## src/rtl/regfile_seq.sv

```systemverilog
// Regfile front-end: clears x1..x(N-1) after reset, passes core traffic, dumps register pairs on request.
// Regfile-facing outputs are combinational from state; dump port registered (1 cycle); stall holds the core outside RUN.
module regfile_seq #(
  parameter int              XLEN       = 32,
  parameter int              NUM_REGS   = 32,
  parameter int              ADDR_W     = 5,
  parameter logic [XLEN-1:0] INIT_VALUE = '0
) (
  input  logic                clk,
  input  logic                rst_n,
  input  logic                core_RegWrite,
  input  logic [ADDR_W-1:0]   core_rd,
  input  logic [XLEN-1:0]     core_Result,
  input  logic [ADDR_W-1:0]   core_rs1,
  input  logic [ADDR_W-1:0]   core_rs2,
  output logic                RegWrite,
  output logic [ADDR_W-1:0]   rd,
  output logic [XLEN-1:0]     Result,
  output logic [ADDR_W-1:0]   rs1,
  output logic [ADDR_W-1:0]   rs2,
  input  logic [XLEN-1:0]     RD1,
  input  logic [XLEN-1:0]     RD2,
  output logic                stall,
  output logic                init_done,
  input  logic                dump_req,
  output logic                dump_valid,
  output logic [ADDR_W-1:0]   dump_idx,
  output logic [2*XLEN-1:0]   dump_data,
  output logic                dump_done
);

  typedef enum logic [1:0] {
    INIT = 2'd0,
    RUN  = 2'd1,
    DUMP = 2'd2
  } state_t;

  localparam logic [ADDR_W-1:0] CNT_LAST_INIT = ADDR_W'(NUM_REGS - 1);
  localparam logic [ADDR_W-1:0] CNT_LAST_DUMP = ADDR_W'(NUM_REGS - 2);
  localparam logic [ADDR_W-1:0] CNT_STEP_DUMP = ADDR_W'(2);

  state_t            state, state_nxt;
  logic [ADDR_W-1:0] cnt, cnt_nxt;

  always_comb begin
    state_nxt = state;
    cnt_nxt   = cnt;
    RegWrite  = 1'b0;
    rd        = '0;
    Result    = '0;
    rs1       = '0;
    rs2       = '0;
    stall     = 1'b1;
    case (state)
      INIT: begin
        RegWrite = 1'b1;
        rd       = cnt;
        Result   = INIT_VALUE;
        cnt_nxt  = cnt + 1'b1;
        if (cnt == CNT_LAST_INIT) state_nxt = RUN;
      end
      RUN: begin
        // x0 is hardwired zero, so core writes to it are dropped here
        RegWrite = core_RegWrite && (core_rd != '0);
        rd       = core_rd;
        Result   = core_Result;
        rs1      = core_rs1;
        rs2      = core_rs2;
        stall    = 1'b0;
        if (dump_req) begin
          state_nxt = DUMP;
          cnt_nxt   = '0;
        end
      end
      DUMP: begin
        rs1     = cnt;
        rs2     = cnt + 1'b1;
        cnt_nxt = cnt + CNT_STEP_DUMP;
        if (cnt == CNT_LAST_DUMP) state_nxt = RUN;
      end
      default: begin
        state_nxt = INIT;
        cnt_nxt   = ADDR_W'(1);
      end
    endcase
  end

  always_ff @(posedge clk or negedge rst_n) begin
    if (!rst_n) begin
      state      <= INIT;
      cnt        <= ADDR_W'(1);
      init_done  <= 1'b0;
      dump_valid <= 1'b0;
      dump_idx   <= '0;
      dump_data  <= '0;
      dump_done  <= 1'b0;
    end else begin
      state      <= state_nxt;
      cnt        <= cnt_nxt;
      dump_valid <= (state == DUMP);
      dump_done  <= (state == DUMP) && (cnt == CNT_LAST_DUMP);
      if (state == INIT && cnt == CNT_LAST_INIT) init_done <= 1'b1;
      // idx/data keep the last pair once the dump ends
      if (state == DUMP) begin
        dump_idx  <= cnt;
        dump_data <= {RD2, RD1};
      end
    end
  end

endmodule
```

## config.mk

```make
export PLATFORM = sky130hd
export DESIGN_NAME = regfile_seq
export DESIGN_NICKNAME = d
export VERILOG_FILES = /design/src/rtl/regfile_seq.sv
export SDC_FILE = /design/constraint.sdc
export NUM_CORES = 1
export LEC_CHECK = 0
export CAP_MARGIN = 25
export CORE_MARGIN = 2
export CORE_UTILIZATION = 40
export CTS_CLUSTER_SIZE = 16
export DETAILED_ROUTE_END_ITERATION = 10
export GPL_TIMING_DRIVEN = 1
export PLACE_DENSITY = 0.87
export SETUP_SLACK_MARGIN = 0.02
export SLEW_MARGIN = 20
export SYNTH_ARGS = -nofsm -noshare
export SYNTH_HDL_FRONTEND = slang
export SYNTH_SLANG_ARGS = --single-unit
```

## constraint.sdc

```tcl
create_clock -name clk -period 3.2 [get_ports clk]
set_clock_uncertainty 0.2 [all_clocks]
set_input_delay 0.32 -clock clk [delete_from_list [all_inputs] [get_ports clk]]
set_output_delay 0.32 -clock clk [all_outputs]
set_load 0.05 [all_outputs]
```

==> key figures, run 1 <==
Timing
  – Worst-Margin Slew: 0.648 ns
  – Clock period minus worst slack: 2.81 ns
  – RSZ-0062 raised after global routing: no
  – Final TNS setup: 0 ns
  – Max-slew violations: 0
  – Setup WS post-layout: 0.392 ns
  – Final Hold Viols: 0
  – Relative slew slack: 56.8%
  – Final setup viols: 0
  – Fmax: 356 MHz
  – Tcrit/Tclk final: 87.8%

Place
  – Place WS: 0.752 ns
  – Post-detail-place hpwl: 8370 µm
  – PortBufs: 235
  – GPL Wtd Cong: 0.782
  – DP Area: 6570 µm²

Hold path
  – Hold WC Path Type: in -> async

Layout
  – Area Overhead vs Synth: 85.0%
  – Diode count: 0
  – Share of cells above drive strength 1: 26.0%
  – Number of fill cells: 569
  – Final Instance Area: 6810 µm²
  – Layout Nets: 649

Routing
  – Routed WL per cell: 16.6 µm
  – ANT nets after route: 0
  – WL final: 10600 µm
  – Vias per inst: 4.96
  – Via count: 3181
  – Drt first pass iters: 4
  – DRC violations left: 0
  – DRT iter0 DRCs: 78

GRT
  – Met2 Track Usage GR: 40.8%
  – GR Util met3: 5.92%
  – GRT busiest layer: met2
  – Initial antenna violation count: 0
  – Met1 Usage GRT: 24.1%
  – Largest net degree at the start of global routing: 80
  – Gr ovfl total: 0
  – First-pass GRT wire length: 17000 µm
  – Vias in the first global route: 3472
  – GRT Overall Usage: 21.6%

Synth
  – Sequential share of the synthesized area: 53.7%
  – Syn Inst Count: 294
  – Fraction of registers with async set/reset: 100%
  – Cell taking the most area after synthesis: dfrtp_1
  – Most frequent cell after synthesis: dfrtp_1
  – Commonest cells post-synth: dfrtp_1, mux2_2, and2_1
  – Post-synth EDFFs: 0
  – #FFs+latches synth: 79
  – Avg Synthesized Cell Area: 12.5 µm²
  – Post-synth net total: 417
  – Post-Synthesis Cell Area: 3680 µm²
  – Ys flop type: dfrtp_1
  – Yosys cell types: 39
  – Ranking of synthesized cells by area: dfrtp_1, mux2_2, and2_1
  – Yosys top cell area share: 53.0%
  – Ys Warns: 0

Pwr
  – Sw Share: 48.5%
  – Worst VDD drop: 0.000568 V
  – Logic pwr share: 68.7%
  – Register share of total power: 21.7%
  – Internal cell power: 4.19 mW
  – P_sw: 3.95 mW
  – PD cells: 1190 nW/µm²
  – Clock share of power: 9.6%
  – P_leak: 2.83 nW

Clock tree
  – CTS H-Tree Depth: 3
  – CTS resizes: 0
  – CTS tree: yes
  – Clk_lat worst skew: 0.34 ns
  – TritonCTS Buffers: 9
  – Max clock buf depth: 2
  – Worst-path clk slew: 0.08 ns
  – Clock Sinks: 79
  – CTS root buf: clkbuf_8

Floorplanning
  – Core Rows: 35
  – Die area: 9990 µm²
  – I/O Pins: 236
  – Core Area: 9060 µm²
  – Die W: 99.9 µm
  – Initial Utilization: 40.6%
  – Die height: 99.9 µm

Critical path
  – WS Path Type: reg -> out
  – CP max stage cell: ha_4
  – Setup crit start kind: register
  – CP peak stage delay: 0.58 ns
  – WP data arrival: 2.29 ns
  – FF-to-FF path depth: 4
  – Critical Path End Type: output pin
  – Reg2reg end: dump_data[9]
  – Worst path bufs/invs: 2
  – R2R Setup Slk: 0.81 ns
  – Required time of the critical path: 2.68 ns
  – Family with the most delay on the worst path: adder cells
  – CP max FO: 56
  – Reg2reg start: state[0]
  – Worst path cell trace: inv_1 -> ha_4 -> nand2_1 -> a21boi_0 -> buf_12

Run
  – Max-Cap Viols: 0

Status
  – Status: complete, no violations
[cells in the final DEF (no fill, tap or decap), types with 2 or more instances in the layout]
| cell | count |
|---|---|
| nand2b_1 | 3 |
| buf_4 | 4 |
| a21oi_1 | 5 |
| clkbuf_8 | 9 |
| nor2b_1 | 6 |
| nand2_1 | 17 |
| dfrtp_1 | 78 |
| a22oi_1 | 4 |
| nor2_1 | 2 |
| bufinv_16 | 2 |
| o21ai_0 | 9 |
| a2bb2oi_1 | 2 |
| mux2_2 | 64 |
| a21boi_0 | 8 |
| and2_1 | 32 |
| clkdlybuf4s50_1 | 185 |
| a22o_1 | 5 |
| clkinvlp_4 | 2 |
| ha_1 | 7 |
| buf_12 | 48 |
| inv_1 | 13 |
[power by group through the flow]
stage | Combinational, mW | Clock [mW] | Sequential (mW)
2_1_floorplan | 1.93 | 0 | 3.28
6_report | 5.59 | 0.782 | 1.77
5_1_grt | 5.82 | 0.850 | 1.84
3_3_place_gp | 5.55 | 0 | 1.76
4_1_cts | 5.63 | 0.802 | 1.77
3_5_place_dp | 5.62 | 0 | 1.79
[metrics by stage]
stage / hold WS, ns / cells / util (%) / power (mW)
after floorplan: -0.176 / 294 / - / 5.21
after CTS: 0.290 / 640 / 74.9 / 8.21
after detailed placement: 0.273 / 624 / 72.4 / 7.41
after global routing: 0.267 / 641 / 75.2 / 8.51
final: 0.258 / 641 / 75.2 / 8.14
after global placement: 0.245 / 624 / 72.4 / 7.31
[registers in the layout, summed over array words and instances (netlist names)]
register    count
dump_valid      1
dump_data      64
init_done       1
dump_done       1
cnt             5
state           2
dump_idx        5
[metal layers]
| layer | share of wire (%) | wire [µm] |
|---|---|---|
| met5 | 0 | 0 |
| met4 | 1.5 | 158 |
| met3 | 7.6 | 806 |
| met1 | 36 | 3800 |
| met2 | 55 | 5860 |
[cell type report]
| type | count | area, µm² | area share, % |
|---|---|---|---|
| inverters | 13 | 48.8 | 0.716 |
| well taps | 111 | 139 | 2.04 |
| clock buffers | 10 | 128 | 1.87 |
| clock inverters | 5 | 83.8 | 1.23 |
| repair buffers | 239 | 2880 | 42.3 |
| flip-flops and latches | 79 | 1980 | 29.0 |
| multi-input cells | 184 | 1560 | 22.8 |
[worst max path at each step]
stage	end	slack [ns]	start	cells past startpoint
final	rs1[4]	0.39	state[0]	5
after global routing	rs1[4]	0.22	state[0]	5
after CTS	rs1[4]	0.34	state[0]	5
after detailed placement	rs1[4]	0.75	state[0]	5
after global placement	rs1[4]	0.87	state[0]	5
after floorplan	rs2[3]	0.47	state[0]	7
[worst register-to-register path: stages, from the launching register on]
cell and delay (ns):
dfrtp_1 0.43, inv_1 0.14, ha_4 0.58, buf_4 0.51, mux2_2 0.41
[timing repair]
item	CTS	global route
buffers inserted	0	0
endpoints found under the hold margin	78	0
setup endpoints to repair	0	0
hold buffers	1	0
[cell families (layout without fill, tap and decap cells)]
logic type / Yosys count / count (layout) / share of synthesized area, %
flip-flops: 79 / 79 / 53.7
buffers and inverters: 31 / 267 / 4.35
AND/OR/NAND/NOR: 67 / 67 / 10.6
adder cells (fa/ha/maj): 8 / 8 / 2.72
multiplexers: 64 / 64 / 19.6
AO/OA/AOI/OAI: 45 / 45 / 9.04
Note: power is estimated with default switching activity, not from simulation.
==> run 2, diff against run 1 <==
--- a/config.mk
+++ b/config.mk
@@ -7,11 +7,12 @@
 export LEC_CHECK = 0
 export CAP_MARGIN = 25
 export CORE_MARGIN = 2
-export CORE_UTILIZATION = 40
+export CORE_UTILIZATION = 41
+export CTS_BUF_LIST = sky130_fd_sc_hd__clkbuf_2 sky130_fd_sc_hd__clkbuf_4 sky130_fd_sc_hd__clkbuf_8
 export CTS_CLUSTER_SIZE = 16
 export DETAILED_ROUTE_END_ITERATION = 10
 export GPL_TIMING_DRIVEN = 1
-export PLACE_DENSITY = 0.87
+export PLACE_DENSITY = 0.89
 export SETUP_SLACK_MARGIN = 0.02
 export SLEW_MARGIN = 20
 export SYNTH_ARGS = -nofsm -noshare
==> run 2 against run 1 <==
  * Sequential power barely moved
  * Clock power fell by 21%
  * Hold slack got worse by 0.016 ns
  * Critical path depth did not move
  * Final area fell by 9.5%
  * Core utilization fell by 4.5 points
  * Setup slack improved by 0.17 ns
  * Sequential share of layout area rose by 3.1 points
  * Final cell count fell by 0.47%
  * Combinational power fell by 10%
  * Largest power group unchanged
  * Die area fell by 2.3%
  * Via count fell by 0.85%
  * Critical path type unchanged
==> key figures, run 2 (synthesized netlist as in run 1, its figures left out) <==
Timing
  – RSZ-0062 raised after global routing: no
  – Clock period minus worst slack: 2.64 ns
  – Fmax: 379 MHz
  – Worst-Margin Slew: 0.602 ns
  – Worst Hold Margin: 0.242 ns
  – Final Hold Viols: 0
  – Relative slew slack: 59.9%
  – Max-slew violations: 0
  – Tcrit/Tclk final: 82.5%
  – Final setup viols: 0
  – Final TNS setup: 0 ns

Routing
  – Routed WL per cell: 16.4 µm
  – DRC violations left: 0
  – ANT nets after route: 0
  – WL final: 10500 µm
  – Via count: 3154
  – DRT iter0 DRCs: 114
  – Drt first pass iters: 4
  – Vias per inst: 4.94

Clock tree
  – Clock Sinks: 79
  – CTS H-Tree Depth: 3
  – Worst-path clk slew: 0.08 ns
  – CTS resizes: 0
  – CTS tree: yes
  – TritonCTS Buffers: 9
  – Clk_lat worst skew: 0.33 ns
  – Max clock buf depth: 2
  – CTS root buf: clkbuf_8

Layout
  – Most common cell after layout, fill and taps aside: clkdlybuf4s50_1
  – Largest Register: dump_data
  – Layout Nets: 650
  – Most frequent cells in the layout: clkdlybuf4s50_1, dfrtp_1, mux2_2
  – Area Overhead vs Synth: 67.4%
  – Share of cells above drive strength 1: 26.0%
  – Diode count: 0
  – Final Non-Filler Cells: 638
  – Number of flip-flops in the largest register: 64
  – Biggest registers after layout: dump_data (64), cnt (5), dump_idx (5)

Floorplanning
  – Die height: 98.8 µm
  – Initial Utilization: 42.2%
  – Die area: 9760 µm²
  – I/O Pins: 236
  – Core Area: 8720 µm²
  – Core Rows: 34
  – Die W: 98.8 µm

Place
  – PortBufs: 235
  – GPL Wtd Cong: 0.849
  – DP Cell Count: 622
  – Post-detail-place hpwl: 8110 µm

Hold path
  – Hold WC Path Type: in -> async

GRT
  – GRT Overall Usage: 21.5%
  – Vias in the first global route: 3304
  – Largest net degree at the start of global routing: 80
  – Gr ovfl total: 0
  – First-pass GRT wire length: 16700 µm
  – Initial antenna violation count: 0

Critical path
  – R2R Setup Slk: 0.98 ns
  – Worst path cell trace: inv_1 -> ha_4 -> nand2_1 -> a21boi_0 -> buf_4
  – FF-to-FF path depth: 4
  – WP data arrival: 2.12 ns
  – Critical Path End Type: output pin
  – Required time of the critical path: 2.68 ns
  – CP max FO: 51
  – CP peak stage delay: 0.55 ns
  – Reg2reg end: dump_data[36]
  – Reg2reg start: state[0]
  – CP max stage cell: ha_4
  – WS Path Type: reg -> out
  – Setup crit start kind: register

Status
  – Status: complete, no violations

Pwr
  – PD cells: 1200 nW/µm²
  – Worst VDD drop: 0.000644 V
  – P_leak: 2.66 nW

Run
  – Max-Cap Viols: 0
## run 2: cell types whose count changed in the layout (fill, tap and decap cells not counted)
cell and delta:
clkinv_4 -1, clkinv_2 +2, buf_12 -48, clkdlybuf4s50_1 +1
buf_4 +48, clkbuf_1 -1, bufinv_16 -2, clkbuf_4 +1
## run 2: metrics by stage
stage                     util (%)  instance area, µm²  setup WS, ns  total power [mW]
after floorplan                  -                3680         0.472              5.21
after global placement        68.5                5970          1.03              6.73
after detailed placement      68.5                5970         0.929              6.85
after CTS                     70.4                6140         0.552              7.47
after global routing          70.7                6160         0.393              7.77
final                         70.7                6160         0.559              7.42
## run 2: worst max-delay path, delay by kind of cell (launching register included)
kind            cells  cell delay, ns
fa+ha+maj           1            0.55
simple gates        1            0.17
buf+inv             2            0.38
flops               1            0.41
compound gates      1            0.27
## run 2: how the worst max path moves through the flow
stage | slack [ns] | startpoint | endpoint | cells after the start
5_1_grt | 0.39 | state[0] | rs2[2] | 5
6_report | 0.56 | state[0] | rs1[1] | 5
2_1_floorplan | 0.47 | state[0] | rs2[3] | 7
4_1_cts | 0.55 | state[0] | rs1[1] | 5
3_5_place_dp | 0.93 | state[0] | rs1[1] | 5
3_3_place_gp | 1.03 | state[0] | rs2[3] | 5
## run 2: metal layers
layer	GRT usage, %	vias up	part of all wire [%]
met5	0	-	0
met4	8.32	0	2.2
met3	5.11	16	6.9
met2	38.5	158	54
met1	24.8	1506	37
li1	-	1474	-
## run 2: report_power, final
group          internal (mW)  switching (mW)  leakage, nW
combinational           1.82            3.21         1.64
clock                  0.279           0.339       0.0774
sequential              1.48           0.288        0.951
total                   3.58            3.83         2.66
## run 2: layout make-up
| type | count | area (µm²) |
|---|---|---|
| fill | 643 | 2560 |
| timing repair buffer | 240 | 2290 |
| sequential | 79 | 1980 |
| multi-input combinational | 184 | 1560 |
| tap | 108 | 135 |
| clock buffer | 10 | 131 |
| inverter | 13 | 48.8 |
| clock inverter | 4 | 25.0 |
## run 2: what timing repair did
action                     CTS  global route
hold endpoints to repair    78             0
setup endpoints to repair    0             0
buffers inserted             0             0
hold buffers                 1             0
==> run 3, diff against run 2 <==
--- a/config.mk
+++ b/config.mk
@@ -7,12 +7,12 @@
 export LEC_CHECK = 0
 export CAP_MARGIN = 25
 export CORE_MARGIN = 2
-export CORE_UTILIZATION = 41
+export CORE_UTILIZATION = 38
 export CTS_BUF_LIST = sky130_fd_sc_hd__clkbuf_2 sky130_fd_sc_hd__clkbuf_4 sky130_fd_sc_hd__clkbuf_8
 export CTS_CLUSTER_SIZE = 16
 export DETAILED_ROUTE_END_ITERATION = 10
 export GPL_TIMING_DRIVEN = 1
-export PLACE_DENSITY = 0.89
+export PLACE_DENSITY = 0.83
 export SETUP_SLACK_MARGIN = 0.02
 export SLEW_MARGIN = 20
 export SYNTH_ARGS = -nofsm -noshare
==> constraint.sdc (replaced) <==
create_clock -name clk -period 2.5 [get_ports clk]
set_clock_uncertainty 0.2 [all_clocks]
set_input_delay 0.25 -clock clk [delete_from_list [all_inputs] [get_ports clk]]
set_output_delay 0.25 -clock clk [all_outputs]
set_load 0.05 [all_outputs]
==> run 3 against run 2 <==
  * Combinational power up 44%
  * Global-route usage down 1.2 points
  * Die area up 7.6%
  * Total power up 42%
  * Routed wire length up 2.7%
  * Final cell count up 3.9%
  * Clock power up 60%
  * Core utilization up 3.2 points
==> key figures, run 3 (synthesized netlist as in run 1, its figures left out) <==
Pwr
  – Power, Total: 10.5 mW
  – Worst VDD drop: 0.000711 V
  – PD cells: 1520 nW/µm²
  – P_leak: 2.85 nW

Clock tree
  – Clock Sinks: 79
  – CTS H-Tree Depth: 3
  – TritonCTS Buffers: 9
  – CTS root buf: clkbuf_8
  – Max clock buf depth: 2
  – Worst-path clk slew: 0.09 ns
  – CTS tree: yes
  – Clk_lat worst skew: 0.33 ns

GRT
  – Gr ovfl total: 0
  – GRT Overall Usage: 20.4%
  – Vias in the first global route: 3344
  – First-pass GRT wire length: 16400 µm
  – Initial antenna violation count: 0
  – Largest net degree at the start of global routing: 53

Floorplanning
  – Die area: 10500 µm²
  – I/O Pins: 236
  – Core Rows: 35
  – Core Area: 9330 µm²
  – Die height: 102 µm
  – Die W: 102 µm
  – Initial Utilization: 39.5%

Layout
  – Most common cell after layout, fill and taps aside: clkdlybuf4s50_1
  – Layout Nets: 652
  – Area Overhead vs Synth: 87.1%
  – Share of cells above drive strength 1: 27.3%
  – Final Non-Filler Cells: 663
  – Diode count: 0
  – Number of flip-flops in the largest register: 64
  – Number of fill cells: 644
  – Most frequent cells in the layout: clkdlybuf4s50_1, dfrtp_1, mux2_2
  – Post-layout util: 73.9%
  – Largest Register: dump_data
  – Biggest registers after layout: dump_data (64), cnt (5), dump_idx (5)

Routing
  – WL final: 10800 µm
  – Drt first pass iters: 4
  – DRT iter0 DRCs: 96
  – ANT nets after route: 0
  – Via count: 3198
  – Vias per inst: 4.82
  – Routed WL per cell: 16.2 µm
  – DRC violations left: 0

Place
  – PortBufs: 235
  – Post-detail-place hpwl: 8510 µm
  – DP Cell Count: 644
  – GPL Wtd Cong: 0.872

Critical path
  – Critical Path End Type: output pin
  – Reg2reg start: state[0]
  – Required time of the critical path: 2.05 ns
  – WS Path Type: reg -> out
  – CP max stage cell: dfrtp_2
  – Reg2reg end: state[0]
  – FF-to-FF path depth: 5
  – CP peak stage delay: 0.48 ns
  – CP max FO: 8
  – Worst path cell trace: ha_4 -> and3_1 -> ha_1 -> a22oi_1 -> nor2b_1 -> buf_12
  – R2R Setup Slk: 0.55 ns
  – WP data arrival: 1.96 ns
  – Setup crit start kind: register

Hold path
  – Hold WC Path Type: in -> async

Timing
  – RSZ-0062 raised after global routing: no
  – Clock period minus worst slack: 2.41 ns
  – Fmax: 414 MHz
  – Worst-Margin Slew: 0.538 ns
  – Final TNS setup: 0 ns
  – Final setup viols: 0
  – Relative slew slack: 64.1%
  – Final Hold Viols: 0
  – Tcrit/Tclk final: 96.5%
  – Max-slew violations: 0

Status
  – Status: complete, no violations

Run
  – Max-Cap Viols: 0
==> run 3: power breakdown <==
part	switching (mW)	leakage, nW	internal [mW]
clock	0.509	0.100	0.482
sequential	0.354	0.948	1.89
combinational	4.27	1.81	2.99
total	5.14	2.85	5.37
==> run 3: final cells by class <==
| class | count | area (µm²) | area share (%) |
|---|---|---|---|
| Clock buffer | 9 | 124 | 1.80 |
| Inverter | 13 | 48.8 | 0.708 |
| Tap cell | 129 | 161 | 2.34 |
| Sequential cell | 79 | 1980 | 28.8 |
| Multi-Input combinational cell | 184 | 1570 | 22.8 |
| Timing Repair Buffer | 242 | 2920 | 42.4 |
| Clock inverter | 7 | 85.1 | 1.24 |
==> run 3: worst max-delay path by stage <==
stage | from | end | cells after the start | slack, ns
after floorplan | cnt[1] | rs2[4] | 5 | 0.18
after global placement | cnt[1] | rs2[4] | 6 | 0.44
after detailed placement | cnt[1] | rs2[4] | 6 | 0.38
after CTS | cnt[0] | rs2[4] | 6 | 0.04
after global routing | cnt[1] | rs2[4] | 6 | 0.02
final | cnt[1] | rs2[4] | 6 | 0.09
==> run 3: per-stage QoR <==
step,worst slack (ns),hold WS (ns),area (µm²)
finish,0.0874,0.244,6890
global route,0.0244,0.260,6890
CTS,0.0447,0.247,6880
detailed placement,0.384,0.0744,6640
global placement,0.440,0.0654,6640
floorplan,0.177,-0.246,3680
==> run 3: repair_timing <==
action,in CTS,in global routing
endpoints found under the hold margin,39,0
setup endpoints to repair,1,2
setup buffers,1,1
hold buffers,1,0
resized for setup,3,1
==> run 3: worst max-delay path, delay by kind of cell (launching register included) <==
kind / cells / cell delay [ns]
adder cells (fa/ha/maj): 2 / 0.49
flip-flops: 1 / 0.48
AND/OR/NAND/NOR: 2 / 0.40
buffers and inverters: 1 / 0.17
AO/OA/AOI/OAI: 1 / 0.09
==> run 3: layer usage <==
layer	vias up	track usage [%]	wire, µm
met2	169	38.7	5810
met3	10	6.36	946
met1	1531	21.3	3870
li1	1488	-	-
met5	-	0	0
met4	0	6.05	132
